<file path="src/rtl/rv32_exec_ctrl_if.sv">
// Datapath bus of the RV32I execute/control core.
// The master side (fetch/regfile/immgen) drives instruction and operands;
// the slave side (the core) returns ALU result, PC values and control.
interface rv32_exec_ctrl_if;
    logic [31:0] iInitialPC;
    logic [31:0] iInstr;
    logic [31:0] iImm;
    logic [31:0] iRead1;
    logic [31:0] iRead2;
    logic [31:0] oPC;
    logic [31:0] oPC4;
    logic [31:0] oALUResult;
    logic        oZero;
    logic        oBranch;
    logic        oRegWrite;
    logic        oMemRead;
    logic        oMemWrite;
    logic [1:0]  oMem2Reg;
    logic [4:0]  oALUControl;
    logic [1:0]  oOrigPC;

    modport master (
        output iInitialPC, iInstr, iImm, iRead1, iRead2,
        input  oPC, oPC4, oALUResult, oZero, oBranch, oRegWrite,
               oMemRead, oMemWrite, oMem2Reg, oALUControl, oOrigPC
    );

    modport slave (
        input  iInitialPC, iInstr, iImm, iRead1, iRead2,
        output oPC, oPC4, oALUResult, oZero, oBranch, oRegWrite,
               oMemRead, oMemWrite, oMem2Reg, oALUControl, oOrigPC
    );
endinterface

</file>
<file path="src/rtl/rv32_exec_ctrl.sv">
// Single-cycle RV32I execute/control core: decode, ALU, branch compare,
// next-PC selection and the PC register.
// Optional macro RV32M_EN: implements MUL/DIV/REM codes 11..18; when it
// is undefined those codes decode normally but produce 0.
module rv32_exec_ctrl (
    input  logic             iCLK,
    input  logic             iRST,
    rv32_exec_ctrl_if.slave  bus
);
    localparam logic [4:0] ALU_AND  = 5'd0,  ALU_OR   = 5'd1,  ALU_XOR  = 5'd2;
    localparam logic [4:0] ALU_ADD  = 5'd3,  ALU_SUB  = 5'd4,  ALU_SLT  = 5'd5;
    localparam logic [4:0] ALU_SLTU = 5'd6,  ALU_SLL  = 5'd7,  ALU_SRL  = 5'd8;
    localparam logic [4:0] ALU_SRA  = 5'd9,  ALU_LUI  = 5'd10, ALU_MUL  = 5'd11;
    localparam logic [4:0] ALU_MULH = 5'd12, ALU_MULHSU = 5'd13, ALU_MULHU = 5'd14;
    localparam logic [4:0] ALU_DIV  = 5'd15, ALU_DIVU = 5'd16, ALU_REM  = 5'd17;
    localparam logic [4:0] ALU_REMU = 5'd18;

    localparam logic [6:0] OPC_OP     = 7'b0110011, OPC_OPIMM = 7'b0010011;
    localparam logic [6:0] OPC_LOAD   = 7'b0000011, OPC_STORE = 7'b0100011;
    localparam logic [6:0] OPC_BRANCH = 7'b1100011, OPC_JAL   = 7'b1101111;
    localparam logic [6:0] OPC_JALR   = 7'b1100111, OPC_LUI   = 7'b0110111;
    localparam logic [6:0] OPC_AUIPC  = 7'b0010111;

    logic [31:0] pc_q, pc_d, pc4;
    logic [6:0]  opcode, funct7;
    logic [2:0]  funct3;
    logic        unused_instr_bits;
    logic        reg_write, mem_read, mem_write, a_sel_pc, b_sel_reg, branch_taken;
    logic [1:0]  mem2reg, orig_pc;
    logic [4:0]  alu_ctrl;
    logic [31:0] alu_a, alu_b, alu_res;
    logic [4:0]  shamt;

    assign opcode = bus.iInstr[6:0];
    assign funct3 = bus.iInstr[14:12];
    assign funct7 = bus.iInstr[31:25];
    // rd/rs1/rs2 fields are consumed by the register file, not here
    assign unused_instr_bits = ^{bus.iInstr[24:15], bus.iInstr[11:7]};

    // funct3 -> base integer ALU code; alt selects SUB / SRA
    function automatic logic [4:0] base_alu(input logic [2:0] f3, input logic alt);
        case (f3)
            3'b000:  base_alu = alt ? ALU_SUB : ALU_ADD;
            3'b001:  base_alu = ALU_SLL;
            3'b010:  base_alu = ALU_SLT;
            3'b011:  base_alu = ALU_SLTU;
            3'b100:  base_alu = ALU_XOR;
            3'b101:  base_alu = alt ? ALU_SRA : ALU_SRL;
            3'b110:  base_alu = ALU_OR;
            default: base_alu = ALU_AND;
        endcase
    endfunction

    // Main decoder: opcode -> datapath control, unknown opcodes act as NOP
    always_comb begin
        reg_write = 1'b0;
        mem_read  = 1'b0;
        mem_write = 1'b0;
        mem2reg   = 2'b00;
        alu_ctrl  = ALU_AND;
        orig_pc   = 2'b00;
        a_sel_pc  = 1'b0;
        b_sel_reg = 1'b0;
        case (opcode)
            OPC_OP: begin
                reg_write = 1'b1;
                b_sel_reg = 1'b1;
                if (funct7 == 7'b0000001) alu_ctrl = ALU_MUL + {2'b00, funct3};
                else                      alu_ctrl = base_alu(funct3, funct7[5]);
            end
            OPC_OPIMM: begin
                reg_write = 1'b1;
                // immediate ADDI has no SUB form; only the shift uses funct7
                alu_ctrl  = base_alu(funct3, (funct3 == 3'b101) && funct7[5]);
            end
            OPC_LOAD:   begin alu_ctrl = ALU_ADD; mem_read = 1'b1; mem2reg = 2'b10; reg_write = 1'b1; end
            OPC_STORE:  begin alu_ctrl = ALU_ADD; mem_write = 1'b1; end
            OPC_BRANCH: begin alu_ctrl = ALU_SUB; orig_pc = 2'b01; b_sel_reg = 1'b1; end
            OPC_JAL:    begin orig_pc = 2'b10; mem2reg = 2'b01; reg_write = 1'b1; end
            OPC_JALR:   begin alu_ctrl = ALU_ADD; orig_pc = 2'b11; mem2reg = 2'b01; reg_write = 1'b1; end
            OPC_LUI:    begin alu_ctrl = ALU_LUI; reg_write = 1'b1; end
            OPC_AUIPC:  begin alu_ctrl = ALU_ADD; a_sel_pc = 1'b1; reg_write = 1'b1; end
            default: ;
        endcase
    end

    assign alu_a = a_sel_pc  ? pc_q       : bus.iRead1;
    assign alu_b = b_sel_reg ? bus.iRead2 : bus.iImm;
    assign shamt = alu_b[4:0];

`ifdef RV32M_EN
    logic [63:0] prod_ss, prod_su, prod_uu;
    logic        div_zero, div_ovf;
    logic [31:0] sdiv_b, udiv_b, quot_s, rem_s, quot_u, rem_u;

    // Sign-extended 64-bit multiplies; low 64 bits equal the exact product
    assign prod_ss = {{32{alu_a[31]}}, alu_a} * {{32{alu_b[31]}}, alu_b};
    assign prod_su = {{32{alu_a[31]}}, alu_a} * {32'd0, alu_b};
    assign prod_uu = {32'd0, alu_a} * {32'd0, alu_b};

    // Divisor forced to 1 for /0 and MIN/-1: the latter then yields MIN
    // quotient and 0 remainder directly, the former is overridden below
    assign div_zero = (alu_b == 32'd0);
    assign div_ovf  = (alu_a == 32'h8000_0000) && (alu_b == 32'hFFFF_FFFF);
    assign sdiv_b   = (div_zero || div_ovf) ? 32'd1 : alu_b;
    assign udiv_b   = div_zero ? 32'd1 : alu_b;
    assign quot_s   = $signed(alu_a) / $signed(sdiv_b);
    assign rem_s    = $signed(alu_a) % $signed(sdiv_b);
    assign quot_u   = alu_a / udiv_b;
    assign rem_u    = alu_a % udiv_b;
`endif

    // ALU: one result per operation code, undefined codes give 0
    always_comb begin
        alu_res = 32'd0;
        case (alu_ctrl)
            ALU_AND:  alu_res = alu_a & alu_b;
            ALU_OR:   alu_res = alu_a | alu_b;
            ALU_XOR:  alu_res = alu_a ^ alu_b;
            ALU_ADD:  alu_res = alu_a + alu_b;
            ALU_SUB:  alu_res = alu_a - alu_b;
            ALU_SLT:  alu_res = {31'd0, $signed(alu_a) < $signed(alu_b)};
            ALU_SLTU: alu_res = {31'd0, alu_a < alu_b};
            ALU_SLL:  alu_res = alu_a << shamt;
            ALU_SRL:  alu_res = alu_a >> shamt;
            ALU_SRA:  alu_res = $unsigned($signed(alu_a) >>> shamt);
            ALU_LUI:  alu_res = alu_b;
`ifdef RV32M_EN
            ALU_MUL:    alu_res = prod_ss[31:0];
            ALU_MULH:   alu_res = prod_ss[63:32];
            ALU_MULHSU: alu_res = prod_su[63:32];
            ALU_MULHU:  alu_res = prod_uu[63:32];
            ALU_DIV:    alu_res = div_zero ? 32'hFFFF_FFFF : quot_s;
            ALU_DIVU:   alu_res = div_zero ? 32'hFFFF_FFFF : quot_u;
            ALU_REM:    alu_res = div_zero ? alu_a : rem_s;
            ALU_REMU:   alu_res = div_zero ? alu_a : rem_u;
`endif
            default:  alu_res = 32'd0;
        endcase
    end

    // Branch condition from funct3, always on the raw rs1/rs2 values
    always_comb begin
        branch_taken = 1'b0;
        case (funct3)
            3'b000:  branch_taken = (bus.iRead1 == bus.iRead2);
            3'b001:  branch_taken = (bus.iRead1 != bus.iRead2);
            3'b100:  branch_taken = ($signed(bus.iRead1) <  $signed(bus.iRead2));
            3'b101:  branch_taken = ($signed(bus.iRead1) >= $signed(bus.iRead2));
            3'b110:  branch_taken = (bus.iRead1 <  bus.iRead2);
            3'b111:  branch_taken = (bus.iRead1 >= bus.iRead2);
            default: branch_taken = 1'b0;
        endcase
    end

    assign pc4 = pc_q + 32'd4;

    // Next-PC mux; JALR target has bit 0 cleared
    always_comb begin
        pc_d = pc4;
        case (orig_pc)
            2'b01:   pc_d = branch_taken ? (pc_q + bus.iImm) : pc4;
            2'b10:   pc_d = pc_q + bus.iImm;
            2'b11:   pc_d = (bus.iRead1 + bus.iImm) & 32'hFFFF_FFFE;
            default: pc_d = pc4;
        endcase
    end

    // PC register; reset reloads the initial PC regardless of the instruction
    always_ff @(posedge iCLK) begin
        if (iRST) pc_q <= bus.iInitialPC;
        else      pc_q <= pc_d;
    end

    assign bus.oPC         = pc_q;
    assign bus.oPC4        = pc4;
    assign bus.oALUResult  = alu_res;
    assign bus.oZero       = (alu_res == 32'd0);
    assign bus.oBranch     = branch_taken;
    assign bus.oRegWrite   = reg_write;
    assign bus.oMemRead    = mem_read;
    assign bus.oMemWrite   = mem_write;
    assign bus.oMem2Reg    = mem2reg;
    assign bus.oALUControl = alu_ctrl;
    assign bus.oOrigPC     = orig_pc;
endmodule

</file>
<file path="src/flat_wrapper.sv">
// flat-port wrapper written by rule: the top's interface ports become plain ports
module rv32_exec_ctrl_flat 
  (iCLK, iRST, bus_iInitialPC, bus_iInstr, bus_iImm, bus_iRead1, bus_iRead2, bus_oPC, bus_oPC4, bus_oALUResult, bus_oZero, bus_oBranch, bus_oRegWrite, bus_oMemRead, bus_oMemWrite, bus_oMem2Reg, bus_oALUControl, bus_oOrigPC);
  rv32_exec_ctrl_if bus_i ();
  input  logic iCLK;
  input  logic iRST;
  input wire logic [$bits(bus_i.iInitialPC)-1:0] bus_iInitialPC;
  input wire logic [$bits(bus_i.iInstr)-1:0] bus_iInstr;
  input wire logic [$bits(bus_i.iImm)-1:0] bus_iImm;
  input wire logic [$bits(bus_i.iRead1)-1:0] bus_iRead1;
  input wire logic [$bits(bus_i.iRead2)-1:0] bus_iRead2;
  output wire logic [$bits(bus_i.oPC)-1:0] bus_oPC;
  output wire logic [$bits(bus_i.oPC4)-1:0] bus_oPC4;
  output wire logic [$bits(bus_i.oALUResult)-1:0] bus_oALUResult;
  output wire logic [$bits(bus_i.oZero)-1:0] bus_oZero;
  output wire logic [$bits(bus_i.oBranch)-1:0] bus_oBranch;
  output wire logic [$bits(bus_i.oRegWrite)-1:0] bus_oRegWrite;
  output wire logic [$bits(bus_i.oMemRead)-1:0] bus_oMemRead;
  output wire logic [$bits(bus_i.oMemWrite)-1:0] bus_oMemWrite;
  output wire logic [$bits(bus_i.oMem2Reg)-1:0] bus_oMem2Reg;
  output wire logic [$bits(bus_i.oALUControl)-1:0] bus_oALUControl;
  output wire logic [$bits(bus_i.oOrigPC)-1:0] bus_oOrigPC;
  assign bus_i.iInitialPC = bus_iInitialPC;
  assign bus_i.iInstr = bus_iInstr;
  assign bus_i.iImm = bus_iImm;
  assign bus_i.iRead1 = bus_iRead1;
  assign bus_i.iRead2 = bus_iRead2;
  assign bus_oPC = bus_i.oPC;
  assign bus_oPC4 = bus_i.oPC4;
  assign bus_oALUResult = bus_i.oALUResult;
  assign bus_oZero = bus_i.oZero;
  assign bus_oBranch = bus_i.oBranch;
  assign bus_oRegWrite = bus_i.oRegWrite;
  assign bus_oMemRead = bus_i.oMemRead;
  assign bus_oMemWrite = bus_i.oMemWrite;
  assign bus_oMem2Reg = bus_i.oMem2Reg;
  assign bus_oALUControl = bus_i.oALUControl;
  assign bus_oOrigPC = bus_i.oOrigPC;
  rv32_exec_ctrl u_core (.iCLK(iCLK), .iRST(iRST), .bus(bus_i));
endmodule
</file>
<file path="config.mk">
export PLATFORM = sky130hd
export DESIGN_NAME = rv32_exec_ctrl_flat
export DESIGN_NICKNAME = d
export VERILOG_FILES = /design/src/rtl/rv32_exec_ctrl_if.sv /design/src/rtl/rv32_exec_ctrl.sv /design/src/flat_wrapper.sv
export SDC_FILE = /design/constraint.sdc
export NUM_CORES = 1
export LEC_CHECK = 0
export BUFFER_PORTS_ARGS = -buffer_cell sky130_fd_sc_hd__buf_2
export CORE_MARGIN = 2
export CORE_UTILIZATION = 42
export DETAILED_ROUTE_END_ITERATION = 7
export SLEW_MARGIN = 20
export SYNTH_ARGS = -nofsm -noshare
export SYNTH_HDL_FRONTEND = slang
export SYNTH_SLANG_ARGS = --single-unit
</file>
<file path="constraint.sdc">
create_clock -name iCLK -period 13.3 [get_ports iCLK]
set_input_delay 3.99 -clock iCLK [delete_from_list [all_inputs] [get_ports iCLK]]
set_output_delay 3.99 -clock iCLK [all_outputs]
set_load 0.01 [all_outputs]
</file>
Word-level counts from Yosys, hierarchy flattened
Cells that the tools add are included.
- add/sub/neg operators: 6
- $mul: 0
- div/mod/pow operators: 0
- magnitude comparators: 6
- eq/ne operators: 32
- shifts and indexed selects: 3
- multiplexer cells: 22
- bitwise gates (word level): 3
- reductions and logical operators: 8
- operator list (cell ; number):
    $pmux W32 S11 ; 1
    $lt A32 B32 Y1 ; 4
    $mux W32 ; 4
    $add A32 B32 Y32 ; 3
    $pmux W32 S3 ; 1
    $pmux W5 S7 ; 2
    $ge A32 B32 Y1 ; 2
    $add A32 B3 Y32 const B ; 1
    $and A32 B32 Y32 ; 1
    $eq A32 B32 Y1 ; 1
    $logic_not A32 Y1 ; 1
    $ne A32 B32 Y1 ; 1
    $or A32 B32 Y32 ; 1
    $shl A32 B5 Y32 ; 1
    $shr A32 B5 Y32 ; 1
    $sshr A32 B5 Y32 ; 1
    $sub A32 B32 Y32 ; 1
    $xor A32 B32 Y32 ; 1
    $pmux W5 S5 ; 1
    $eq A7 B6 Y1 const B ; 3
    $eq A7 B7 Y1 const B ; 3
    $eq A5 B3 Y1 const B ; 4
    $eq A5 B4 Y1 const B ; 3
    $eq A7 B5 Y1 const B ; 2
    22 further kinds ; 36
- register bits after elaboration: 32
- latch bits: 0
- memory bits (writable): 0
- ROM bits: 0
- input bits: 162
- output and inout bits: 110
- memories kept: 0

Depth between registers and ports, before layout
Gate-level depths: netlist (run 1).
- depth after elaboration: 8
- depth in mapped cells: 25
- mapped depth without buffers: 20

Least setup slack after synthesis (run 1)
Ideal clock, no wire load.
- path type: in2out
- start point: in bus_iInstr[2]
- end point: out bus_oZero
- arrival time: 9611 ps
- setup slack: -301 ps
- stages: 22
- buffers on the path: 6
- path through: buf_2 > nand2b_1 > buf_2 > nor3_4 > mux2i_1 > clkbuf_1 > clkbuf_1 > buf_1 > ha_1 > clkbuf_1 > o31ai_1 > a31oi_1 > o2111a_1 > o31a_1 > o31a_1 > o31ai_1 > a31oi_1 > mux2i_1 > or4_1 > nor4_1 > nand4_1 > nor4b_2
- cells in the longest elaborated chain, start to end: 7
- RTL lines (item ; RTL line ; text):
    start, declared ; flat_wrapper.sv:8 ; input wire logic [$bits(bus_i.iInstr)-1:0] bus_iInstr;
    $eq A7 B7 Y1 or $eq A7 B6 Y1 (tied branches) ; rv32_exec_ctrl.sv:64 ; case (opcode)
    $reduce_or A2 Y1 (no line) ; n/a ;
    $mux W1 ; rv32_exec_ctrl.sv:64 ;
    $mux W32 ; rv32_exec_ctrl.sv:88 ; assign alu_b = b_sel_reg ? bus.iRead2 : bus.iImm;
    $sub A32 B32 Y32 (tied with other cells) ; rv32_exec_ctrl.sv:121 ; ALU_SUB: alu_res = alu_a - alu_b;
    $pmux W32 S11 * ; rv32_exec_ctrl.sv:116 ; case (alu_ctrl)
    net bus_oALUResult[30] ; flat_wrapper.sv:14 ; output wire logic [$bits(bus_i.oALUResult)-1:0] bus_oALUResult;
    $logic_not A32 Y1 * ; rv32_exec_ctrl.sv:178 ; assign bus.oZero = (alu_res == 32'd0);
    end, declared ; flat_wrapper.sv:15 ; output wire logic [$bits(bus_i.oZero)-1:0] bus_oZero;
Mark *: on every way through the listed nets, which the timed path passes. The rest lies on a longest branch.

Worst setup path in the final report (run 1)
- start point: in bus_iInstr[6]
- end point: out bus_oZero
- cells in the longest elaborated chain, start to end: 7
- RTL lines (item ; RTL line):
    $eq A7 B7 Y1 or $eq A7 B6 Y1 (tied branches) ; rv32_exec_ctrl.sv:64
    $reduce_or A2 Y1 (no line) ; n/a
    $mux W1 ; rv32_exec_ctrl.sv:64
    $mux W32 ; rv32_exec_ctrl.sv:88
    $sub A32 B32 Y32 (tied with other cells) ; rv32_exec_ctrl.sv:121
    $pmux W32 S11 * ; rv32_exec_ctrl.sv:116
    $logic_not A32 Y1 * ; rv32_exec_ctrl.sv:178
Every way passes the cells marked *; elsewhere a longest branch is shown, timed or not.

==> results of run 1 <==
-- kinds of logic (layout without fill, tap and decap cells) --
family                   count (synthesis)  after routing  synth area share
AND/OR/NAND/NOR                        942            942             0.256
XOR/XNOR                               105            105            0.0509
flip-flops                              32             32            0.0359
buffers and inverters                  352            811            0.0820
adder cells (fa/ha/maj)                202            202             0.139
AO/OA/AOI/OAI                          999            999             0.374
other                                    0              1                 0
multiplexers                           101            101            0.0628
-- where the power goes --
part	switching, W	internal, W	total, W
clock network	0.0000527	0.0000913	0.000144
logic	0.000621	0.000415	0.00104
registers	0.0000304	0.000108	0.000138
total	0.000705	0.000614	0.00132
-- final timing paths --
check	slack, ns	cells past startpoint	to
max reg2reg	9.17	14	u_core.bus.oPC[31]
min	0.77	3	u_core.bus.oPC[16]
min reg2reg	0.77	3	u_core.bus.oPC[16]
max	0.06	18	bus_oZero
-- timing repair --
item	4_1_cts	5_1_grt
endpoints found under the setup margin	2	3
buffers inserted	2	5
resized for setup	22	80
pin swaps	3	24
-- stage by stage --
stage / hold WS, ns / cells / setup TNS [ns]
floorplan: 0.739 / 2733 / 0
global placement: 0.726 / 3763 / -0.475
detailed placement: 0.743 / 3763 / -0.504
CTS: 0.755 / 3773 / 0
global route: 0.817 / 3778 / -0.0458
finish: 0.771 / 3778 / 0
-- placed cells by master (no fill, tap or decap), types with 66 or more instances in the layout --
cell type  synthesis  layout
inv_1            160     157
buf_2             61     256
mux2i_1           70      66
nor2_1           237     233
a21oi_1          210     206
ha_1             198     192
nand2_1          242     236
xnor2_1           80      80
buf_4             11     364
o21ai_0          163     154
nand3_1          112     112
a21o_1            70      70
-- tightest hold or removal path, delay by kind of cell (launching register included) --
| family | cells | cell delay [ns] |
|---|---|---|
| DFF | 1 | 0.41 |
| AOI/OAI and AO/OA | 1 | 0.07 |
| xor gates and xnor gates | 1 | 0.19 |
| and+or+nand+nor | 1 | 0.06 |
-- metal layers --
layer | vias to the layer above | part of all wire
met5 | - | 0.00012
met4 | 2 | 0.063
met3 | 305 | 0.12
met2 | 1676 | 0.42
met1 | 11800 | 0.40
li1 | 11300 | -
-- final cells by class --
class | count | area (um^2)
Fill cell | 4403 | 20100
Timing Repair Buffer | 633 | 4190
Multi-Input combinational cell | 2349 | 16700
Antenna cell | 1 | 2.50
Clock buffer | 8 | 178
Sequential cell | 32 | 661
Inverter | 170 | 638
Tap cell | 585 | 732
==> impl_metrics.py, run 1 <==
metrics = {
    "outcome": {
        "status": "finished, final reports clean",
    },
    "logic_synthesis": {
        "synth-seq-cells": 32,
        "synth_top_cell_area_share": 0.135,
        "synth_ff_type": "dfxtp_1",
        "synthArstFlopShare": 0,
        "synth_most_common_cell": "nand2_1",
        "synthCells": 2733,
        "synth_cell_type_count": 116,
        "avgSynthCellArea_um2": 6.72,
        "synth_area_mm2": 0.0184,
        "syn_nets": 3097,
        "synth_warnings": 0,
        "synth_top_cell_by_area": "ha_1",
        "yosysSeqAreaShare": 0.0359,
        "netlist_top_cells_count": "242 x nand2_1, 237 x nor2_1, 210 x a21oi_1, 198 x ha_1, 163 x o21ai_0",
        "ys_top_cells_by_area": "ha_1 13%, a21oi_1 5.7%, nand2_1 4.9%",
        "synth-edff-count": 2,
    },
    "route": {
        "avgViaCountPerCell": 6.64,
        "routedWlPerCell_um": 27.2,
        "drc": 0,
        "ant_nets": 0,
        "vias": 25100,
        "drtPass1Iterations": 7,
        "wirelength_um": 103000,
        "drt_iter0_drc": 3182,
    },
    "place": {
        "hpwlAfterDp_um": 84200,
        "io_buffers": 256,
        "placed_area_mm2": 0.0224,
        "gp_congestion": 1.11,
        "dp_slack_ns": -0.429,
    },
    "clock_network": {
        "htree_levels": 2,
        "cts.reportedPaths.clkPinSlew_ns": 0.06,
        "clock_latency_ns": 0.30,
        "cts_buffers": 5,
        "holdBufCountCts": 0,
        "cts-root-buf": "clkbuf_16",
        "clk_path_buf_depth": 2,
        "tritoncts": "yes",
        "cts_sinks": 32,
    },
    "min_path": {
        "hold_path.class": "flip-flop to flip-flop",
        "min_from": "u_core.bus.oPC[16]",
    },
    "power": {
        "vdd_drop_max_mv": 0.104,
        "total_power_w": 0.00132,
        "leakage_nw": 10.5,
        "power_density_mw_per_mm2": 57.1,
    },
    "global_routing": {
        "grt.busiest_layer": "met2",
        "antenna_found_initial": 3,
        "track_usage": 0.436,
        "grtUsageMet2": 0.669,
        "grt_pass1_wl_um": 149000,
        "grt_overflow": 0,
        "met1_usage": 0.571,
        "grt_start_max_net_pins": 68,
        "grt_pass1_vias": 23600,
        "use_met3": 0.0928,
    },
    "final_layout": {
        "drive_gt1_frac": 0.253,
        "largest_reg_flops": 32,
        "finish.utilization": 0.535,
        "area_delta_synth_final_pct": 25.7,
        "fin_area_mm2": 0.0231,
        "finalNetCount": 3555,
    },
    "critical_path": {
        "cp_num_buf_inv": 6,
        "cp_slowest_cell": "mux4_2",
        "cpMostUsedCell": "buf_4",
        "crit_type": "primary input to output port",
        "cpLargestDelayFamily": "compound AO/OA/AOI/OAI gates",
        "end_kind": "output port",
        "path_cells": "buf_2 > or3b_4 > buf_4 > buf_4 > buf_4 > buf_4 > a2111oi_0 > a21oi_1 > and2_1 > mux4_2 > a21oi_1 > o22ai_1 > o2bb2ai_1 > o211ai_1 > nor4_4 > nand4_1 > nor4b_4 > buf_2",
        "crit_required_ns": 9.31,
        "cp-start-kind": "primary input",
        "worstReg2RegStart": "u_core.bus.oPC[4]",
        "setup.worst_path.start": "bus_iInstr[6]",
        "slowest_delay_ns": 0.55,
        "arrival_ns": 9.25,
        "worstPathMaxFanout": 13,
    },
    "timing": {
        "relSlewSlack": 0.258,
        "fin_skew_ns": 0.00424,
        "fin_crit_sh": 0.995,
        "setup_viol": 0,
        "hold_viol": 0,
        "fmax_mhz": 75.5,
        "maxSlewViolCount": 0,
        "tightest_slew_ns": 1.11,
        "finalCriticalPeriod_ns": 13.24,
        "layout_setup_ws_ns": 0.0632,
    },
    "floorplan": {
        "start_util": 0.426,
        "coreArea_mm2": 0.0432,
        "dieArea_mm2": 0.0454,
        "io_pins": 272,
        "die_h_um": 213,
        "die_x_um": 213,
        "fp-row-count": 76,
    },
    "run": {
        "maxCapViolCount": 0,
    },
}
No activity file was read; power rests on OpenSTA's default activity.
==> run 2, diff against run 1 <==
==> constraint.sdc (replaced) <==
create_clock -name iCLK -period 16.2 [get_ports iCLK]
set_input_delay 4.86 -clock iCLK [delete_from_list [all_inputs] [get_ports iCLK]]
set_output_delay 4.86 -clock iCLK [all_outputs]
set_load 0.01 [all_outputs]
==> impl_metrics.py, run 2 (synthesis gave the netlist of run 1 again) <==
metrics = {
    "outcome": {
        "status": "finished, final reports clean",
    },
    "final_layout": {
        "area_delta_synth_final_pct": 12.8,
        "finish.utilization": 0.480,
        "drive_gt1_frac": 0.171,
        "largest_reg_flops": 32,
        "n_fill_cell": 4580,
        "final_common_cell": "buf_2",
        "finalNetCount": 3307,
        "layout_common_cells": "256 x buf_2, 242 x nand2_1, 235 x nor2_1",
        "fin_cells": 3530,
    },
    "route": {
        "drc": 0,
        "routedWlPerCell_um": 29.0,
        "drt_iter0_drc": 3130,
        "avgViaCountPerCell": 6.89,
        "vias": 24300,
        "ant_nets": 0,
        "drtPass1Iterations": 6,
        "wirelength_um": 102000,
    },
    "place": {
        "dp.cells": 3518,
        "io_buffers": 256,
        "hpwlAfterDp_um": 83300,
        "gp_congestion": 1.06,
    },
    "critical_path": {
        "setup.worst_path.start": "bus_iInstr[6]",
        "cp-start-kind": "primary input",
        "cp-endpoint": "bus_oZero",
        "worstRegToRegCells": 14,
        "path_cells": "buf_2 > xor2_2 > buf_4 > nand3_1 > buf_4 > o21ai_0 > ha_1 > or4_1 > or4_1 > o21ai_1 > mux2i_1 > o22ai_1 > or4_1 > nor4b_1 > nand4_1 > nor4b_2 > buf_2",
        "crit_required_ns": 11.34,
        "cpMostUsedCell": "or4_1",
        "arrival_ns": 11.19,
        "end_kind": "output port",
        "slowest_delay_ns": 0.79,
        "crit-reg2reg-capture": "u_core.bus.oPC[31]",
        "reg2reg_slack_ns": 11.93,
        "worstReg2RegStart": "u_core.bus.oPC[4]",
        "crit_type": "primary input to output port",
        "cp_slowest_cell": "o21ai_0",
        "worstPathMaxFanout": 21,
    },
    "clock_network": {
        "cts_sinks": 32,
        "tritoncts": "yes",
        "cts_buffers": 5,
        "clk_path_buf_depth": 2,
        "cts.reportedPaths.clkPinSlew_ns": 0.05,
        "cts-root-buf": "clkbuf_16",
        "htree_levels": 2,
        "clock_latency_ns": 0.30,
    },
    "floorplan": {
        "fp-row-count": 76,
        "start_util": 0.426,
        "die_x_um": 213,
        "die_h_um": 213,
        "io_pins": 272,
        "coreArea_mm2": 0.0432,
        "dieArea_mm2": 0.0454,
    },
    "global_routing": {
        "grt.busiest_layer": "met2",
        "grt_overflow": 0,
        "use_met3": 0.0784,
        "grt_start_max_net_pins": 63,
        "track_usage": 0.438,
        "met1_usage": 0.581,
        "grt_pass1_wl_um": 149000,
        "grt_pass1_vias": 22700,
        "antenna_found_initial": 4,
        "grtUsageMet2": 0.668,
    },
    "timing": {
        "hold_viol": 0,
        "fin_skew_ns": 0.00957,
        "tightest_slew_ns": 1.24,
        "rsz0062_at_grt": "no",
        "relSlewSlack": 0.163,
        "setup_viol": 0,
        "fmax_mhz": 62.3,
        "finalCriticalPeriod_ns": 16.05,
        "fin_crit_sh": 0.991,
        "holdWs_ns": 0.769,
        "tns_ns": 0,
        "maxSlewViolCount": 0,
    },
    "run": {
        "maxCapViolCount": 0,
    },
    "power": {
        "total_power_w": 0.000989,
        "vdd_drop_max_mv": 0.0794,
        "power_density_mw_per_mm2": 47.7,
        "leakage_nw": 9.18,
    },
    "min_path": {
        "hold_path.class": "flip-flop to flip-flop",
    },
}
run 2: area by class of cell:
class / count / area, um^2 / share of cell area
Antenna cell: 1 / 2.50 / 0.000121
Clock buffer: 8 / 178 / 0.00857
Sequential cell: 32 / 661 / 0.0319
Multi-Input combinational cell: 2349 / 16300 / 0.784
Inverter: 170 / 638 / 0.0308
Timing Repair Buffer: 385 / 2260 / 0.109
Tap cell: 585 / 732 / 0.0353
run 2: layer usage:
metal	share of wire	vias up	wire length, um
met2	0.42	1570	43200
li1	-	10800	-
met3	0.10	280	10600
met1	0.41	11600	42000
met5	0.00021	-	21
met4	0.065	4	6610
run 2: critical path: cells and delay by family:
| kind | cells | cell delay (ns) |
|---|---|---|
| compound gates | 3 | 1.40 |
| fa+ha+maj | 1 | 0.53 |
| buf+inv | 4 | 1.01 |
| simple gates | 7 | 2.95 |
| xor+xnor | 1 | 0.16 |
| mux | 1 | 0.24 |
run 2: what timing repair did:
| item | CTS | global route |
|---|---|---|
| hold buffers | 0 | 0 |
| gates resized for setup | 0 | 3 |
| endpoints found under the setup margin | 0 | 1 |
| buffers inserted | 0 | 3 |
run 2: worst min-delay path by stage:
stage	from	endpoint	slack (ns)	depth (start not counted)
after floorplan	u_core.bus.oPC[31]	u_core.bus.oPC[31]	0.74	3
after global placement	u_core.bus.oPC[16]	u_core.bus.oPC[16]	0.73	3
after detailed placement	u_core.bus.oPC[16]	u_core.bus.oPC[16]	0.75	3
after CTS	u_core.bus.oPC[16]	u_core.bus.oPC[16]	0.76	3
after global routing	u_core.bus.oPC[16]	u_core.bus.oPC[16]	0.82	3
final	u_core.bus.oPC[16]	u_core.bus.oPC[16]	0.77	3
run 2: metrics by stage:
stage                     setup WS (ns)  cell area, um^2
after floorplan                   0.859            18400
after CTS                         0.166            20700
after global placement            0.218            20500
after global routing            0.00510            20700
after detailed placement          0.170            20500
final                             0.147            20700
run 2: power by group:
part / switching (W) / internal [W] / total [W]
registers: 0.0000261 / 0.0000884 / 0.000114
logic: 0.000485 / 0.000275 / 0.000760
clock network: 0.0000403 / 0.0000749 / 0.000115
